$ cat config.mk
export PLATFORM = sky130hd
export DESIGN_NAME = smb_frame_ctrl
export DESIGN_NICKNAME = d
export VERILOG_FILES = /design/src/rtl/smb_pkg.sv /design/src/rtl/smb_shift_field.sv /design/src/rtl/smb_frame_ctrl.sv
export SDC_FILE = /design/constraint.sdc
export NUM_CORES = 1
export LEC_CHECK = 0
export BUFFER_PORTS_ARGS = -buffer_cell sky130_fd_sc_hd__buf_2
export CORE_MARGIN = 2
export CORE_UTILIZATION = 40
export DETAILED_ROUTE_END_ITERATION = 10
export GPL_ROUTABILITY_DRIVEN = 0
export GPL_TIMING_DRIVEN = 0
export HOLD_SLACK_MARGIN = 0.05
export SYNTH_ARGS = -nofsm -noshare
export SYNTH_HDL_FRONTEND = slang
export SYNTH_HIERARCHICAL = 1
export SYNTH_SLANG_ARGS = --single-unit
$ cat constraint.sdc
create_clock -name clk -period 5.55 [get_ports clk]
set_clock_uncertainty 0.05 [all_clocks]
set_input_delay 0.8325 -clock clk [delete_from_list [all_inputs] [get_ports clk]]
set_output_delay 0.8325 -clock clk [all_outputs]
set_load 0.1 [all_outputs]
$ cat src/rtl/smb_pkg.sv
// smb_pkg: shared frame states and switch geometry for the serial multi-bus frame controller
package smb_pkg;
  typedef enum logic [2:0] {IDLE, PORT, LEN, DATA, DONE} frame_state_t;
  localparam int NUM_PORTS = 4;
  localparam int LANE_BITS = 4;
endpackage

$ cat src/rtl/smb_shift_field.sv
// smb_shift_field: MSB-first serial field capture with bit counter; o_full flags the shift that completes the field
// Ports: clk, rst (async active-low), i_clr (restart field), i_en (shift i_bit in), o_val (captured field), o_full (this shift is the last)
module smb_shift_field #(
  parameter int W = 2
) (
  input  logic         clk,
  input  logic         rst,
  input  logic         i_clr,
  input  logic         i_en,
  input  logic         i_bit,
  output logic [W-1:0] o_val,
  output logic         o_full
);
  localparam int CW = (W > 1) ? $clog2(W) : 1;
  logic [CW-1:0] r_cnt;
  logic [W-1:0]  r_val;
  always_ff @(posedge clk or negedge rst)
    if (!rst) begin
      r_val <= '0;
      r_cnt <= '0;
    end else if (i_clr) begin
      r_val <= '0;
      r_cnt <= '0;
    end else if (i_en) begin
      r_val <= {r_val[W-2:0], i_bit};
      r_cnt <= r_cnt + 1'b1;
    end
  assign o_val  = r_val;
  assign o_full = i_en && (r_cnt == CW'(W - 1));
endmodule

$ cat src/rtl/smb_frame_ctrl.sv
// smb_frame_ctrl: parses start/port/length/payload serial frames and steers payload bits into the multi-bus switch
// Ports: clk, rst (async active-low), serin (serial line, idles high); ser_out/PB/LB/word_end drive the switch during DATA; busy outside IDLE; done one-cycle end-of-frame pulse
module smb_frame_ctrl
  import smb_pkg::*;
#(
  parameter int LEN_W = 4
) (
  input  logic                 clk,
  input  logic                 rst,
  input  logic                 serin,
  output logic                 ser_out,
  output logic [NUM_PORTS-1:0] PB,
  output logic [1:0]           LB,
  output logic                 word_end,
  output logic                 busy,
  output logic                 done
);
  frame_state_t     r_state, w_next;
  logic [LEN_W-1:0] r_bit_cnt;
  logic [1:0]       w_port;
  logic [LEN_W-1:0] w_len;
  logic             w_port_full, w_len_full, w_start, w_len_zero, w_last_bit, w_in_data;
  assign w_start    = (r_state == IDLE) && !serin;
  assign w_in_data  = r_state == DATA;
  assign w_last_bit = r_bit_cnt == w_len - LEN_W'(1);
  // the length register has not yet absorbed the final bit on the completing edge
  assign w_len_zero = {w_len[LEN_W-2:0], serin} == '0;
  smb_shift_field #(.W(2)) u_port (
    .clk    (clk),
    .rst    (rst),
    .i_clr  (w_start),
    .i_en   (r_state == PORT),
    .i_bit  (serin),
    .o_val  (w_port),
    .o_full (w_port_full)
  );
  smb_shift_field #(.W(LEN_W)) u_len (
    .clk    (clk),
    .rst    (rst),
    .i_clr  (w_start),
    .i_en   (r_state == LEN),
    .i_bit  (serin),
    .o_val  (w_len),
    .o_full (w_len_full)
  );
  always_ff @(posedge clk or negedge rst)
    if (!rst) begin
      r_state   <= IDLE;
      r_bit_cnt <= '0;
    end else begin
      r_state   <= w_next;
      r_bit_cnt <= w_start ? '0 : w_in_data ? r_bit_cnt + 1'b1 : r_bit_cnt;
    end
  always_comb begin
    w_next = r_state;
    unique case (r_state)
      IDLE:    w_next = serin ? IDLE : PORT;
      PORT:    w_next = w_port_full ? LEN : PORT;
      LEN:     w_next = w_len_full ? (w_len_zero ? DONE : DATA) : LEN;
      DATA:    w_next = w_last_bit ? DONE : DATA;
      DONE:    w_next = IDLE;
      default: w_next = IDLE;
    endcase
    PB       = w_in_data ? NUM_PORTS'(1) << w_port : '0;
    LB       = w_in_data ? r_bit_cnt[1:0] : '0;
    ser_out  = w_in_data & serin;
    word_end = w_in_data && ((r_bit_cnt[1:0] == 2'(LANE_BITS - 1)) || w_last_bit);
    busy     = r_state != IDLE;
    done     = r_state == DONE;
  end
endmodule

==> results of run 1 <==
==> layout by cell type, fill, tap and decap left out, types with 2 or more instances in the layout <==
cell type / synthesis / final
xor2_1: 4 / 4
nor2_1: 17 / 17
nand2b_1: 2 / 2
nor3b_1: 3 / 3
mux2i_1: 8 / 8
a21oi_1: 2 / 2
or3_1: 2 / 2
nand2_1: 6 / 6
inv_1: 2 / 2
buf_2: 2 / 14
and2_1: 3 / 3
dfrtp_1: 16 / 16
and2_2: 2 / 2
clkbuf_4: 0 / 3
xnor2_1: 6 / 6
nor3_1: 2 / 2
ha_1: 3 / 3
==> worst max-delay path by stage <==
stage               endpoint  slack [ps]            from  cells past startpoint
floorplan              PB[2]        1610      r_state[0]                      3
global placement    word_end        2600  u_len/o_val[0]                      7
detailed placement  word_end        2570  u_len/o_val[0]                      7
CTS                 word_end        2210  u_len/o_val[0]                      7
global route        word_end        2090  u_len/o_val[0]                      7
finish              word_end        2240  u_len/o_val[0]                      7
==> registers in the layout (all words and copies together) (netlist names) <==
name          count
r_state           3
u_len/o_val       4
r_bit_cnt         4
u_len/r_cnt       2
u_port/o_val      2
u_port/r_cnt      1
==> metal layers <==
metal	GRT usage, %	vias to the layer above	part of all wire [%]	wire length (um)
li1	-	358	-	-
met1	19.8	353	49	889
met2	24.0	10	46	844
met3	5.14	2	4.3	78
met4	5.13	0	0.49	9
met5	0	-	0	0
==> cell families after synthesis <==
logic type,after synthesis
and+or+nand+nor,44
DFF,16
xor gates and xnor gates,11
buffers and inverters,6
muxes,8
AOI/OAI and AO/OA,8
adders and majority gates,3
==> metrics by stage <==
stage	cell area, sq um	hold WS (ps)	util [%]
after detailed placement	1040	470	46.8
after global routing	1070	400	48.5
after floorplan	941	436	-
after global placement	1040	460	46.8
final	1070	392	48.5
after CTS	1070	389	48.5
==> worst reg2reg max path: stages, from the launching register on <==
cell and delay, ps:
dfrtp_1 360, clkbuf_1 340, nor3b_1 610, and2_2 270, mux2i_1 70, nor2_1 110
a211oi_1 50
==> cell type report <==
cell class	count	area (sq um)	area share (%)
Inverter	2	7.51	0.700
Clock buffer	4	36.3	3.38
Tap cell	28	35.0	3.27
Timing Repair Buffer	12	60.1	5.60
Buffer	4	25.0	2.33
Multi-Input combinational cell	74	508	47.4
Sequential cell	16	400	37.3
==> out/results.txt, run 1 <==
Gate Count Post-Synth -> 96
Post-DP HPWL -> 1.31 mm
DR pass1 iterations -> 2
# clock sinks -> 16
dpl ws -> 2570 ps
most numerous cell in the Yosys netlist -> nor2_1
crit-path cells -> inv_1, ha_1, xor2_1, nand2_1, or3_1, o21ai_1, buf_2
Synth Register Bits -> 16
hold_buf cts -> 0
compound-gate portion of the synthesized area -> 5.59%
delay-heaviest family, CP -> buffers and inverters
max_slew headroom -> 38.1%
post-synth cell types -> 32
Global Route Usage Sum -> 15.4%
core area -> 2210 sq um
Vias -> 723
FFs w/ async S/R, synth -> 100%
Post-Route Setup TNS -> 0 ps
number of port buffers -> 12
post-synthesis mux area share -> 8.51%
main combinational cell family by area after synthesis -> simple AND/OR/NAND/NOR gates
vias in the first global route -> 668
# diodes -> 0
critical path data required time -> 4670 ps
CP endpoint kind -> output pin
post-route setup slack -> 2240 ps
Final Hold Fails -> 0
final worst-path cycle share -> 59.7%
Slew @ Worst Pin -> 925 ps
Synth top area share -> 42.6%
First DRT Iteration DRCs -> 6
largest net degree at the start of global routing -> 17
CTS Buffer Depth -> 2
Post-synth EDFFs -> 0
Synth area leader -> dfrtp_1
fmax -> 0.302 GHz
CP Buf/Inv Count -> 2
final WL -> 1.82 mm
final-stage net count -> 119
layout cells sized above 1 -> 20.5%
unrepaired setup endpoints after global routing -> false
CTS Buf Count -> 3
crit-path max cell delay -> 500 ps
Synth Flop Type -> dfrtp_1
Clock Latency Late Sink -> 290 ps
Synthesized Nets -> 102
slowest CP cell -> dfrtp_1
placed cells -> 136
worst r2r src -> r_state[0]
crit path max fanout -> 6
Commonest cells post-synth -> 17 x nor2_1, 16 x dfrtp_1, 8 x mux2i_1, 6 x nand2_1, 6 x xnor2_1
main area contributors after synthesis -> dfrtp_1 43%, mux2i_1 8.5%, nor2_1 6.8%
Hold WC Path Type -> in2async
DR WL/cell -> 13.0 um
first-pass GRT wire length -> 3.03 mm
Post-Syn Area -> 941 sq um
Initial Util -> 42.5%
P&R area growth vs syn -> 14.0%
Slew Limit Fails -> 0
CTS tree -> built
DRC -> 0
die footprint -> 2760 sq um
IO Pins -> 13
Startpoint Class -> flip-flop
post-synthesis sequential area ratio -> 42.6%
total gr overflow -> 0
Max Cap Violations -> 0
Reg2Reg Capture Point -> r_state[0]
Die Y -> 52.5 um
H-tree Lvls -> 1
Arr. time, crit path -> 2430 ps
CP Class -> reg2out
Clock Tree Root -> clkbuf_4
remaining antenna violation count -> 0
final worst path period need -> 3310 ps
adder-cell share of the synthesized area -> 3.99%
Final setup viols -> 0
routed vias/inst -> 5.16
xor and xnor area share after synthesis -> 11.0%
reg2reg setup slack -> 3570 ps
post-CTS sizing -> 0
die width -> 52.5 um
antenna violations before repair -> 0
status -> complete, no violations
Reg2Reg Depth -> 6
# rows -> 17
Post-Syn Area per Cell -> 9.80 sq um
clock slew at reported path FFs -> 90 ps
Setup Buffers After CTS -> 0
Synth Area in Simple Gates -> 24.9%
Fillers -> 219
fin cells -> 140
synth warn -> 6
Power of run 1 is not shown: default switching activity piles up to over one toggle a cycle in this logic, so the estimate is an artifact.
==> inputs of run 2 (changes only) <==
==> constraint.sdc (replaced) <==
create_clock -name clk -period 3.3 [get_ports clk]
set_clock_uncertainty 0.05 [all_clocks]
set_input_delay 0.495 -clock clk [delete_from_list [all_inputs] [get_ports clk]]
set_output_delay 0.495 -clock clk [all_outputs]
set_load 0.1 [all_outputs]
==> run 2 against run 1 <==
Compared with the run above:
- wire length shrank 3.3%
- die area stayed put
- global-route usage increased by 0.13 points
- register-to-register slack worse by 2200 ps
- worst hold slack worse by 340 ps
- count of clock-buffer cells in the layout decreased by 1
- utilization grew 0.056 points
- sequential cell count is the same
- sequential share of layout area about the same
- cell area grew 0.12%
- non-clock buffer count stayed put
- cell count is 0.71% lower
- critical path type unchanged
==> out/results.txt, run 2 (synthesis gave the netlist of run 1 again) <==
Met1 Routed Length -> 828 um
# diodes -> 0
CTS Buf Count -> 3
final WL -> 1.76 mm
# clock sinks -> 16
P&R area growth vs syn -> 14.1%
met2 wire length -> 850 um
Max Cap Violations -> 0
layout cells sized above 1 -> 22.5%
IO Pins -> 13
Clock Tree Root -> clkbuf_4
total gr overflow -> 0
number of port buffers -> 12
Fillers -> 232
Die Y -> 52.5 um
Slew @ Worst Pin -> 912 ps
Slew Limit Fails -> 0
final worst-path cycle share -> 89.7%
critical path data required time -> 2750 ps
die footprint -> 2760 sq um
remaining antenna violation count -> 0
core area -> 2210 sq um
crit path max fanout -> 6
Vias -> 710
unrepaired setup endpoints after global routing -> false
Startpoint Class -> flip-flop
CTS tree -> built
# rows -> 17
first-pass GRT wire length -> 3.11 mm
Arr. time, crit path -> 2420 ps
crit-path max cell delay -> 510 ps
Final setup viols -> 0
H-tree Lvls -> 1
DR pass1 iterations -> 4
DR WL/cell -> 12.7 um
final-stage net count -> 119
Initial Util -> 42.5%
commonest non-fill, non-tap cells in the layout -> 17 x nor2_1, 16 x dfrtp_1, 14 x buf_2, 8 x mux2i_1
Final Hold Fails -> 0
vias in the first global route -> 670
Post-DP HPWL -> 1.23 mm
DRC -> 0
largest net degree at the start of global routing -> 17
status -> complete, no violations
DR top layer -> met3
routed vias/inst -> 5.11
Levels on crit path -> 7
Post-Route Setup TNS -> 0 ps
Reg2Reg Depth -> 6
fmax -> 0.338 GHz
delay-heaviest family, CP -> buffers and inverters
CP Buf/Inv Count -> 2
crit-path cells -> inv_1, ha_1, xor2_1, nand2_1, or3_1, o21ai_1, buf_2
metal3 WL -> 83 um
First DRT Iteration DRCs -> 9
Clock Latency Late Sink -> 280 ps
Hold WC Path Type -> in2async
clock slew at reported path FFs -> 90 ps
Setup Buffers After CTS -> 0
commonest non-fill, non-tap cell in the layout -> nor2_1
post-CTS sizing -> 0
die width -> 52.5 um
slowest CP cell -> dfrtp_1
hold_buf cts -> 0
final worst path period need -> 2960 ps
max_slew headroom -> 38.9%
CP Class -> reg2out
Global Route Usage Sum -> 15.5%
CTS Buffer Depth -> 2
antenna violations before repair -> 0
CP endpoint kind -> output pin
[run 2: layer usage]
| metal | track usage [%] | vias to the layer above |
|---|---|---|
| met2 | 25.2 | 10 |
| met3 | 6.00 | 0 |
| met1 | 20.3 | 344 |
| met4 | 1.28 | 0 |
| li1 | - | 356 |
| met5 | 0 | - |
[run 2: through the flow]
stage	cell area [sq um]	hold slack (ps)	worst slack (ps)	util, %	instances
after global placement	1050	382	691	47.5	136
after floorplan	956	149	1.82	-	96
after global routing	1070	63.8	205	48.5	139
after detailed placement	1050	386	663	47.5	136
after CTS	1070	69.1	321	48.5	139
final	1070	55.9	339	48.5	139
[run 2: worst paths after layout]
| path | to | from | slack (ps) |
|---|---|---|---|
| setup / recovery | word_end | u_len/o_val[0] | 340 |
| setup reg to reg | r_state[0] | r_state[0] | 1360 |
| hold reg to reg | u_port/r_cnt | u_port/r_cnt | 500 |
| min in group clk | u_port/r_cnt | u_port/r_cnt | 500 |
| max in group asynchronous | u_port/o_val[0] | rst | 2880 |
| hold / removal | u_len/o_val[0] | rst | 60 |
[run 2: final cells by class]
cell class | count | area (sq um) | area share (%)
multi-input cells | 74 | 523 | 48.7
repair buffers | 12 | 60.1 | 5.59
clock buffers | 3 | 22.5 | 2.10
flip-flops and latches | 16 | 400 | 37.3
inverters | 2 | 7.51 | 0.699
well taps | 28 | 35.0 | 3.26
plain buffers | 4 | 25.0 | 2.33
Power of run 2 is left out for the same reason.
==> inputs of run 3 (changes only) <==
--- a/config.mk
+++ b/config.mk
@@ -6,12 +6,15 @@
 export NUM_CORES = 1
 export LEC_CHECK = 0
 export BUFFER_PORTS_ARGS = -buffer_cell sky130_fd_sc_hd__buf_2
+export CELL_PAD_IN_SITES_DETAIL_PLACEMENT = 0
+export CELL_PAD_IN_SITES_GLOBAL_PLACEMENT = 1
 export CORE_MARGIN = 2
 export CORE_UTILIZATION = 40
 export DETAILED_ROUTE_END_ITERATION = 10
 export GPL_ROUTABILITY_DRIVEN = 0
 export GPL_TIMING_DRIVEN = 0
 export HOLD_SLACK_MARGIN = 0.05
+export PLACE_DENSITY_LB_ADDON = 0.1
 export SYNTH_ARGS = -nofsm -noshare
 export SYNTH_HDL_FRONTEND = slang
 export SYNTH_HIERARCHICAL = 1
==> run 3 against run 2 <==
Compared with the run above:
- fmax is 1.4% higher
- register-to-register slack hardly changed
- worst hold slack better by 7.4 ps
- global-route usage is 0.84 points higher
- non-clock buffer count stayed put
- cell count is 0.72% higher
- sequential cell count stayed put
- die area stayed put
- count of clock-buffer cells in the layout is 1 higher
==> out/results.txt, run 3 (synthesis gave the netlist of run 1 again) <==
Hold WC Path Type -> in2async
# diodes -> 0
CP endpoint kind -> output pin
Vias -> 704
Startpoint Class -> flip-flop
Arr. time, crit path -> 2380 ps
number of port buffers -> 12
# rows -> 17
die footprint -> 2760 sq um
Global Route Usage Sum -> 16.3%
unrepaired setup endpoints after global routing -> false
Slew Limit Fails -> 0
remaining antenna violation count -> 0
dpl ws -> 678 ps
First DRT Iteration DRCs -> 3
Slew @ Worst Pin -> 933 ps
hold_ws -> 63.3 ps
post-route setup slack -> 379 ps
crit path max fanout -> 6
H-tree Lvls -> 1
final-stage net count -> 119
die width -> 52.5 um
hold_buf cts -> 0
antenna violations before repair -> 0
DR pass1 iterations -> 4
final worst path period need -> 2920 ps
Initial Util -> 42.5%
core area -> 2210 sq um
CTS Buffer Depth -> 2
Clock Tree Root -> clkbuf_4
Post-DP HPWL -> 1.29 mm
P&R area growth vs syn -> 15.6%
metal3 WL -> 56 um
CTS tree -> built
Final setup viols -> 0
IO Pins -> 13
met2 wire length -> 835 um
DR top layer -> met4
final core utilization -> 49.2%
DR WL/cell -> 12.9 um
Die Y -> 52.5 um
critical path data required time -> 2750 ps
first-pass GRT wire length -> 3.27 mm
commonest non-fill, non-tap cells in the layout -> 17 x nor2_1, 16 x dfrtp_1, 14 x buf_2, 8 x mux2i_1
final WL -> 1.80 mm
final worst-path cycle share -> 88.5%
Post-Route Setup TNS -> 0 ps
CTS Buf Count -> 3
largest net degree at the start of global routing -> 17
Final Hold Fails -> 0
layout cells sized above 1 -> 23.2%
routed vias/inst -> 5.03
vias in the first global route -> 678
Met1 Routed Length -> 891 um
max_slew headroom -> 37.6%
DRC -> 0
fmax -> 0.342 GHz
Setup Buffers After CTS -> 0
commonest non-fill, non-tap cell in the layout -> nor2_1
post-CTS sizing -> 0
Max Cap Violations -> 0
CP Class -> reg2out
clock slew at reported path FFs -> 90 ps
status -> complete, no violations
# clock sinks -> 16
total gr overflow -> 0
Clock Latency Late Sink -> 280 ps
[run 3: layout make-up]
type / count / area [sq um]
sequential: 16 / 400
fill: 210 / 1120
inverter: 2 / 7.51
tap: 28 / 35.0
timing repair buffer: 12 / 60.1
multi-input combinational: 74 / 523
buffer: 4 / 25.0
clock buffer: 4 / 36.3
[run 3: per-stage QoR]
| step | std cells | instance area (sq um) |
|---|---|---|
| after global placement | 136 | 1050 |
| final | 140 | 1090 |
| after detailed placement | 136 | 1050 |
| after global routing | 140 | 1090 |
| after CTS | 140 | 1090 |
| after floorplan | 96 | 956 |
[run 3: layer usage]
metal	global-route usage, %	vias up
li1	-	356
met1	22.6	335
met2	24.8	11
met3	2.57	2
met4	7.69	0
met5	0	-
[run 3: critical path, stage by stage, from the launching register on]
cell	delay, ps
dfrtp_1	500
inv_1	80
ha_1	300
xor2_1	160
nand2_1	100
or3_1	370
o21ai_1	140
buf_2	440
[run 3: final timing paths]
check,startpoint,to,cells past startpoint,slack [ps]
max,u_len/o_val[0],word_end,7,380
min,rst,u_len/o_val[1],1,60
max reg2reg,r_state[0],r_state[0],6,1370
min reg2reg,u_port/r_cnt,u_port/r_cnt,2,500
max in group asynchronous,rst,r_state[2],1,2870
min in group clk,u_port/r_cnt,u_port/r_cnt,2,500
Power of run 3 is left out for the same reason.
